===== src/rtl/fetch_unit.sv =====
// Instruction fetch unit: walks a PC through a negedge-registered program ROM and
// presents one instruction per cycle over a valid/ready handshake, with redirect and halt.
module fetch_unit #(
  parameter int                    DATA_WIDTH = 16,
  parameter int                    ADDR_WIDTH = 8,
  parameter logic [ADDR_WIDTH-1:0] RESET_PC   = '0,
  parameter logic [DATA_WIDTH-1:0] HALT_WORD  = '1
) (
  input  logic                  clk,
  input  logic                  rst_n,
  output logic [ADDR_WIDTH-1:0] rom_addr,
  input  logic [DATA_WIDTH-1:0] rom_data,
  input  logic                  jump_en,
  input  logic [ADDR_WIDTH-1:0] jump_addr,
  output logic                  instr_valid,
  input  logic                  instr_ready,
  output logic [DATA_WIDTH-1:0] instr_out,
  output logic [ADDR_WIDTH-1:0] instr_pc,
  output logic                  halted,
  output logic [15:0]           fetch_count
);

  typedef enum logic [1:0] {
    ST_BOOT = 2'd0,
    ST_RUN  = 2'd1,
    ST_HALT = 2'd2
  } state_e;

  localparam logic [ADDR_WIDTH-1:0] PC_ONE    = {{(ADDR_WIDTH-1){1'b0}}, 1'b1};
  localparam logic [15:0]           COUNT_MAX = 16'hFFFF;

  state_e                  state_q, state_d;
  logic [ADDR_WIDTH-1:0]   pc_q, pc_d;
  logic [DATA_WIDTH-1:0]   instr_q, instr_d;
  logic [ADDR_WIDTH-1:0]   ipc_q, ipc_d;
  logic                    valid_q, valid_d;
  logic                    halted_q, halted_d;
  logic [15:0]             count_q, count_d;
  logic                    handshake_s;
  logic                    load_s;

  // Next-state logic: handshake retire first, then redirect or capture.
  always_comb begin
    state_d     = state_q;
    pc_d        = pc_q;
    instr_d     = instr_q;
    ipc_d       = ipc_q;
    valid_d     = valid_q;
    halted_d    = halted_q;
    count_d     = count_q;
    handshake_s = valid_q & instr_ready;
    load_s      = ~valid_q | instr_ready;

    // A retiring handshake is counted even when a redirect lands in the same cycle.
    if (handshake_s) begin
      valid_d = 1'b0;
      if (count_q != COUNT_MAX) begin
        count_d = count_q + 16'd1;
      end else begin
        count_d = COUNT_MAX;
      end
    end else begin
      count_d = count_q;
    end

    if (jump_en) begin
      pc_d     = jump_addr;
      valid_d  = 1'b0;
      halted_d = 1'b0;
      state_d  = ST_RUN;
    end else begin
      case (state_q)
        ST_BOOT: begin
          state_d = ST_RUN;
        end
        ST_RUN: begin
          if (load_s) begin
            instr_d = rom_data;
            ipc_d   = pc_q;
            valid_d = 1'b1;
            // The halt word is delivered but the PC parks on its address.
            if (rom_data == HALT_WORD) begin
              state_d  = ST_HALT;
              halted_d = 1'b1;
            end else begin
              pc_d = pc_q + PC_ONE;
            end
          end else begin
            state_d = ST_RUN;
          end
        end
        ST_HALT: begin
          state_d = ST_HALT;
        end
        default: begin
          state_d = ST_BOOT;
        end
      endcase
    end
  end

  // State and datapath registers.
  always_ff @(posedge clk or negedge rst_n) begin
    if (!rst_n) begin
      state_q  <= ST_BOOT;
      pc_q     <= RESET_PC;
      instr_q  <= '0;
      ipc_q    <= '0;
      valid_q  <= 1'b0;
      halted_q <= 1'b0;
      count_q  <= 16'd0;
    end else begin
      state_q  <= state_d;
      pc_q     <= pc_d;
      instr_q  <= instr_d;
      ipc_q    <= ipc_d;
      valid_q  <= valid_d;
      halted_q <= halted_d;
      count_q  <= count_d;
    end
  end

  assign rom_addr    = pc_q;
  assign instr_valid = valid_q;
  assign instr_out   = instr_q;
  assign instr_pc    = ipc_q;
  assign halted      = halted_q;
  assign fetch_count = count_q;

endmodule


===== config.mk =====
export PLATFORM = sky130hd
export DESIGN_NAME = fetch_unit
export DESIGN_NICKNAME = d
export VERILOG_FILES = /design/src/rtl/fetch_unit.sv
export SDC_FILE = /design/constraint.sdc
export NUM_CORES = 1
export LEC_CHECK = 0
export BUFFER_PORTS_ARGS = -buffer_cell sky130_fd_sc_hd__buf_2
export CORE_MARGIN = 5
export CORE_UTILIZATION = 35
export DETAILED_ROUTE_END_ITERATION = 10
export SYNTH_ARGS = -nofsm -noshare
export SYNTH_HDL_FRONTEND = slang
export SYNTH_SLANG_ARGS = --single-unit

===== constraint.sdc =====
create_clock -name clk -period 4.1 [get_ports clk]
set_input_delay 0.205 -clock clk [delete_from_list [all_inputs] [get_ports clk]]
set_output_delay 0.205 -clock clk [all_outputs]
set_load 0.005 [all_outputs]

# Word level (Yosys, flattened, before mapping)
# Index checks and enable logic that the tools add are counted.
# classes
addsub,2
n_eq_ne,6
mux,17
bitwise_logic,4
n_reduce_logical,7
# op_table
cell,n
two-way mux 8 bit,4
"adder 16 x 1 -> 16 bit, second input constant",1
"== test 16 bit, second input constant",1
two-way mux 16 bit,1
"!= test 16 bit, second input constant",1
AND reduction 3 bit,3
"adder 8 x 1 -> 8 bit, second input constant",1
two-way mux 1 bit,8
two-way mux 2 bit,3
one-hot mux 2 bit (3 select lines),1
nonzero test 2 bit,3
"!= test 4 bit, second input constant",1
"== test 2 x 1 -> 1 bit, second input constant",1
"== test 2 bit, second input constant",1
zero test 2 bit,1
"!= test 2 bit, second input constant",1
inverter 1 bit,2
AND 1 bit,1
OR 1 bit,1
# word_totals
regBits,52
in_bits,28
output_inout_bits,50
wordCells,43

# Longest topological paths before layout
# Gate-level depths: netlist (run 1).
# depth
ltp_word,5
depth_mapped,6
mapped_depth_nobuf,5

# Least setup slack after synthesis (run 1)
# No wires, ideal clock.
# synth_path
path_kind,reg-to-reg
startpoint,"register pc_q[0], in the netlist rom_addr[0]"
endpoint,"register pc_q[6], in the netlist rom_addr[6]"
setup_time_ns,0.069
arrival_time_ns,1.652
required_ns,4.031
path_slack_ns,2.379
path_stages_with_launch,6
n_path_buf,0
synth_period_minus_slack_ns,1.721
path_cell_list,dfrtp_1 > ha_1 > nand3_1 > or4_1 > or4_1 > nand3_1
# synth_via
elab_chain_cells,5
# synth_rtl
element,line,rtl
start: declaration,33,"logic [ADDR_WIDTH-1:0] pc_q, pc_d;"
start signal: assignment,114,pc_q <= pc_d;
adder 8 x 1 -> 8 bit,86,pc_d = pc_q + PC_ONE;
two-way mux 8 bit,82,if (rom_data == HALT_WORD) begin
two-way mux 8 bit,77,if (load_s) begin
two-way mux 8 bit,72,case (state_q)
two-way mux 8 bit,66,if (jump_en) begin
# Every way passes these cells. The select of a mux whose other input is x is not followed.
# A chain may end at the register's enable or synchronous reset.

# Final worst setup path (run 1)
# layout_path
startpoint,register state_q[1]
endpoint,"register instr_q[11], in the netlist instr_out[11]"
# layout_via
elab_chain_cells,2
# layout_rtl
element,line,rtl
start: declaration,32,"state_e state_q, state_d;"
start signal: assignment,113,state_q <= state_d;
== test 2 x 1 -> 1 bit,72,
AND reduction 3 bit (no line),n/a,
end signal: assignment,115,instr_q <= instr_d;
end: declaration,34,"logic [DATA_WIDTH-1:0] instr_q, instr_d;"
# Every way passes these cells.

==> metrics, run 1 <==
setup_tns=0 ps; 1st-pass router iterations=4; Final nets=317; number of port buffers=77; I/O pin count=78; Hold Fails Final Rpt=9; clk_lat worst skew=310 ps; Post-Route WL=5470 µm; die outline area=8480 µm²; Sequential Power Share=54.0%; WL/cell=14.9 µm; CTS Buf Count=5; Setup Skew=10.7 ps; Max Cap Viol=0; pin count of the biggest net entering global routing=53; Ys Warns=0; share of cells above drive strength 1=38.2%; post-layout min period=2040 ps; R2R depth=5; Non-Filler Instances=368; drt drc=0; post-synthesis sequential area ratio=55.2%; Async S/R FF share, synth=100%; clk sinks=52; Max IR drop VDD=0.162 mV; CP endpoint kind=register; ANT cells=0; Slew Limit Headroom=14.3%; Rows=30; grt ovf=0; synthesis-to-layout area growth=23.9%; Setup Viol. Count Final=0; Slowest cell on crit path=dfrtp_1; Crit Path Class=register to register; Core Box Area=6680 µm²; NetSw=0.000374 W; H-tree Lvls=2; Starting Density=35.3%; Placed Instances=360; DP Wirelength=4020 µm; maximum clock rate=0.491 GHz; clock buffer depth=2; status=complete, but fails checks; Synth Net Count=239; routed via count=1858; CP Cell Sequence=nand2b_1 -> nand2b_1 -> nor2_2 -> buf_4 -> mux2_2; Worst Path Arrival=2240 ps; Clock transition at path regs=110 ps; Total GRT Usage=13.1%; most used cell, CP=nand2b_1; final antenna-violating net count=0; Min-Delay Path Class=primary input to asynchronous set/reset pin; die height=92.1 µm; Mapped Area=2360 µm²; CTS tree=done; drt first-iter violations=83; Final period util=49.7%; Internal Power=0.000837 W; Top Family by Delay on Critical Path=simple AND/OR/NAND/NOR gates; initial antenna violation count=0; CP Launch Type=register; Worst Hold Slack=-10.5 ps; cell count after synthesis=209; worst-path maximum fanout=20; max incr delay on CP=400 ps; Post-CTS Setup Bufs=0; Lkg Pwr=1.39 nW; failing checks=hold timing; Die X=92.1 µm; WP depth=5; Final Slew Violations=0; combinational share of power=19.2%; post-cts resize count=0; Post-synth EDFFs=0; Sw Ratio=30.9%; CP Data Required Time=4300 ps; first-pass GRT wire length=8940 µm; unique cell type count in the Yosys netlist=35; unrepaired setup endpoints after global routing=no; Clk pwr share=26.8%; syn avg cell area=11.3 µm²; CTS root buf=clkbuf_8; Slew @ Worst Pin=1270 ps; CTS Hold Bufs=0; post-synthesis register bit count=52; gp weighted congestion=0.780; Pwr per Cell Area=414 nW/µm²; vias in the first global route=1873; Synth Flop Type=dfrtp_1; critical path buffer and inverter count=1; Vias/cell=5.05
[synth_stat cells, types with 4 or more instances]
library cell / number / area share [%]
a21oi_1: 4 / 0.85
a31oi_1: 8 / 2.1
and3_1: 5 / 1.3
buf_2: 4 / 0.85
clkbuf_1: 4 / 0.64
dfrtp_1: 52 / 55
inv_1: 4 / 0.64
mux2_1: 5 / 2.4
mux2_2: 20 / 9.5
nand2_1: 18 / 2.9
nand3_1: 11 / 2.3
nand4_1: 9 / 2.4
nor2_1: 12 / 1.9
nor3_1: 4 / 0.85
o21ai_0: 7 / 1.5
or4_1: 6 / 1.9
xnor2_1: 7 / 2.6
[state kept, by name, summed over array words and instances, names as in the netlist]
name         flops
instr_pc         8
state_q          2
rom_addr         8
fetch_count     16
instr_out       16
halted           1
instr_valid      1
[path summary, 6_finish.rpt]
kind / start / end / slack, ps
min in group clk: jump_addr[2] / rom_addr[2]$_DFFE_PN0P_ / 90
setup reg to reg: state_q[1]$_DFFE_PN0P_ / instr_out[11]$_DFFE_PN0P_ / 2060
hold reg to reg: state_q[1]$_DFFE_PN0P_ / state_q[0]$_DFFE_PN0P_ / 490
max in group asynchronous: rst_n / fetch_count[0]$_DFFE_PN0P_ / 3660
setup / recovery: state_q[1]$_DFFE_PN0P_ / instr_out[11]$_DFFE_PN0P_ / 2060
hold / removal: rst_n / instr_out[1]$_DFFE_PN0P_ / -10
[routing by layer]
metal,share of wire [%],routed length [µm],GRT usage [%],vias to the layer above
li1,-,-,-,924
met1,46,2510,17.0,881
met2,48,2620,21.6,46
met3,4.8,262,2.95,7
met4,1.4,76,4.46,0
met5,0,0,0,-
[per-stage QoR]
step	hold WS [ps]	instance area [µm²]	total power (W)	setup WS (ps)	utilization, %
final	-10.5	2920	0.00121	2060	43.7
after CTS	10.5	2920	0.00123	2060	43.7
after global routing	56.8	2920	0.00128	1940	43.7
after global placement	369	2820	0.000897	2120	42.3
after floorplan	-90.6	2360	0.000769	2380	-
after detailed placement	364	2820	0.000904	2070	42.3
[power groups by stage]
stage | clock network [W] | registers, W | logic [W]
6_report | 0.000325 | 0.000653 | 0.000232
5_1_grt | 0.000353 | 0.000668 | 0.000264
4_1_cts | 0.000335 | 0.000656 | 0.000238
3_5_place_dp | 0 | 0.000666 | 0.000238
3_3_place_gp | 0 | 0.000663 | 0.000234
2_1_floorplan | 0 | 0.000657 | 0.000112
[cell usage in the layout, fill, tap and decap left out, drive strengths merged]
cell	count
a31oi	8
nor3	5
a2bb2oi	1
o311ai	1
clkbuf	5
and4	2
nor4	3
nand2	18
nor2b	3
o41ai	1
o31ai	3
ha	2
inv	7
nand4	9
or4	6
a41oi	2
xor2	2
nand2b	3
nor2	13
o21ai	7
and3	5
nand3	11
a21oi	4
xnor2	7
mux2	25
dfrtp	52
or4b	1
or3	1
o211ai	1
mux2i	1
buf	79
[worst reg2reg max path, stage by stage, from the launching register on]
cell      delay [ps]
dfrtp_1          400
nand2b_1         190
nand2b_1         330
nor2_2           300
buf_4            330
mux2_2           370
[final cells by class]
| type | count | area, µm² |
|---|---|---|
| multi-input cells | 145 | 1010 |
| clock inverters | 3 | 28.8 |
| well taps | 80 | 100 |
| repair buffers | 79 | 400 |
| fillers | 653 | 3760 |
| clock buffers | 5 | 68.8 |
| inverters | 4 | 15.0 |
| flip-flops and latches | 52 | 1300 |
[logic make-up (layout without fill, tap and decap cells)]
group | after synthesis | after routing | share of synthesized area [%]
simple gates | 80 | 80 | 18.4
flops | 52 | 52 | 55.2
mux | 26 | 26 | 12.4
fa+ha+maj | 2 | 2 | 1.06
xor+xnor | 9 | 9 | 3.34
buf+inv | 12 | 91 | 2.12
compound gates | 28 | 28 | 7.59
No activity file was read; power rests on OpenSTA's default activity.
==> run 2, diff against run 1 <==
==> constraint.sdc (replaced) <==
create_clock -name clk -period 1.6 [get_ports clk]
set_input_delay 0.08 -clock clk [delete_from_list [all_inputs] [get_ports clk]]
set_output_delay 0.08 -clock clk [all_outputs]
set_load 0.005 [all_outputs]
==> metrics, run 2 (synthesized netlist as in run 1, its figures left out) <==
Vias/cell=5.02; Pwr per Cell Area=1000 nW/µm²; gp weighted congestion=0.810; Slowest cell on crit path=or4_4; 1st-pass router iterations=6; Final nets=362; post-layout min period=1640 ps; CP endpoint kind=register; drt drc=0; Core Box Area=6680 µm²; routed via count=2072; clock buffer depth=2; Max IR drop VDD=0.404 mV; initial antenna violation count=0; max incr delay on CP=520 ps; worst-path maximum fanout=3; drt first-iter violations=57; first-pass GRT wire length=10500 µm; Hold Fails Final Rpt=0; status=complete, but fails checks; WL/cell=15.3 µm; final antenna-violating net count=0; most common cell after layout, fill and taps aside=buf_2; Final period util=102%; Starting Density=35.3%; Die X=92.1 µm; Worst Hold Slack=18.0 ps; design area=3390 µm²; Crit Path Class=register to register; final worst setup slack=-40.0 ps; die outline area=8480 µm²; share of cells above drive strength 1=48.0%; CTS Buf Count=5; synthesis-to-layout area growth=43.8%; CP Data Required Time=1850 ps; grt ovf=0; Post-Route WL=6310 µm; combinational share of power=25.7%; Clk pwr share=26.5%; Worst Path Arrival=1890 ps; Rows=30; Slew Limit Headroom=68.2%; Total GRT Usage=15.4%; Setup Skew=8.01 ps; pin count of the biggest net entering global routing=25; Post-Place Cell Area=3050 µm²; Internal Power=0.00244 W; most used cell, CP=or4_4; number of port buffers=77; H-tree Lvls=2; Sequential Power Share=47.8%; CP Launch Type=register; Lkg Pwr=1.64 nW; ANT cells=0; Final Slew Violations=0; CTS root buf=clkbuf_8; clk sinks=52; Min-Delay Path Class=primary input to register; vias in the first global route=2149; NetSw=0.000952 W; unrepaired setup endpoints after global routing=yes; Clock transition at path regs=100 ps; Max Cap Viol=0; clk_lat worst skew=310 ps; Setup Viol. Count Final=1; most frequent cells in the layout=buf_2 (77), dfrtp_1 (52), buf_4 (34); Slew @ Worst Pin=478 ps; CP Cell Sequence=nor2b_1 -> or4_4 -> or4_4 -> nand3_2; CTS tree=done; failing checks=setup timing; I/O pin count=78; die height=92.1 µm; maximum clock rate=0.610 GHz; DP Wirelength=4610 µm; Sw Ratio=28.0%
## run 2: changes by cell type in the layout (fill, tap and decap cells not counted), moves of 3 or more
| cell | previous run | this run |
|---|---|---|
| buf_4 | 2 | 34 |
| or4_1 | 6 | 2 |
| buf_6 | 0 | 3 |
| nand3_2 | 0 | 3 |
| dlygate4sd3_1 | 0 | 9 |
| or4_4 | 0 | 4 |
| nand3_1 | 11 | 8 |
## run 2: final cells by class
class | instances | area, µm²
Clock buffer | 5 | 68.8
Tap cell | 80 | 100
Fill cell | 636 | 3290
Inverter | 4 | 15.0
Clock inverter | 3 | 42.5
Multi-Input combinational cell | 145 | 1080
Timing Repair Buffer | 124 | 785
Sequential cell | 52 | 1300
## run 2: worst paths after layout
path                                     startpoint  cells past startpoint                          to  slack (ps)
min                                    jump_addr[4]                      3     rom_addr[4]$_DFFE_PN0P_          20
max in group asynchronous                     rst_n                      3  fetch_count[0]$_DFFE_PN0P_         710
max reg2reg                   instr_valid$_DFF_PN0_                      4     rom_addr[6]$_DFFE_PN0P_         -40
max                           instr_valid$_DFF_PN0_                      4     rom_addr[6]$_DFFE_PN0P_         -40
min in group asynchronous                     rst_n                      2     instr_pc[7]$_DFFE_PN0P_         270
min reg2reg                instr_out[5]$_DFFE_PN0P_                      1    instr_out[5]$_DFFE_PN0P_         490
## run 2: power by group through the flow
| stage | clock network [W] | logic [W] | registers [W] |
|---|---|---|---|
| after floorplan | 0 | 0.000290 | 0.00168 |
| after global placement | 0 | 0.000756 | 0.00164 |
| after detailed placement | 0 | 0.000767 | 0.00165 |
| after CTS | 0.000941 | 0.000790 | 0.00163 |
| after global routing | 0.000996 | 0.000964 | 0.00165 |
| final | 0.000901 | 0.000872 | 0.00162 |
## run 2: metal layers
metal	routed length [µm]	vias to the layer above	GRT usage, %
met3	222	9	3.86
met1	2790	1014	19.2
met5	0	-	0
met2	3200	37	26.0
met4	93	0	5.07
li1	-	1012	-
## run 2: what timing repair did
action                                  in CTS  in global routing
pin swaps                                    3                  9
gates cloned                                 0                  1
endpoints found under the setup margin       4                 45
buffers inserted                             1                  6
hold buffers                                 8                  1
gates resized for setup                      3                 18
endpoints found under the hold margin       27                  1
## run 2: per-stage QoR
stage          utilization, %  total power [W]  worst slack (ps)  std cells  setup TNS (ps)
2_1_floorplan               -          0.00198             -50.8        209           -50.8
3_3_place_gp             45.7          0.00240              7.40        388               0
3_5_place_dp             45.7          0.00242             -45.7        388           -52.4
4_1_cts                  48.9          0.00336             -34.1        405           -34.1
5_1_grt                  50.7          0.00361             -97.7        413            -212
6_report                 50.7          0.00340             -40.0        413           -40.0
## run 2: critical path: cells and delay by family (launching register included)
family	cells	cell delay, ps
flip-flops	1	410
AND/OR/NAND/NOR	4	1160
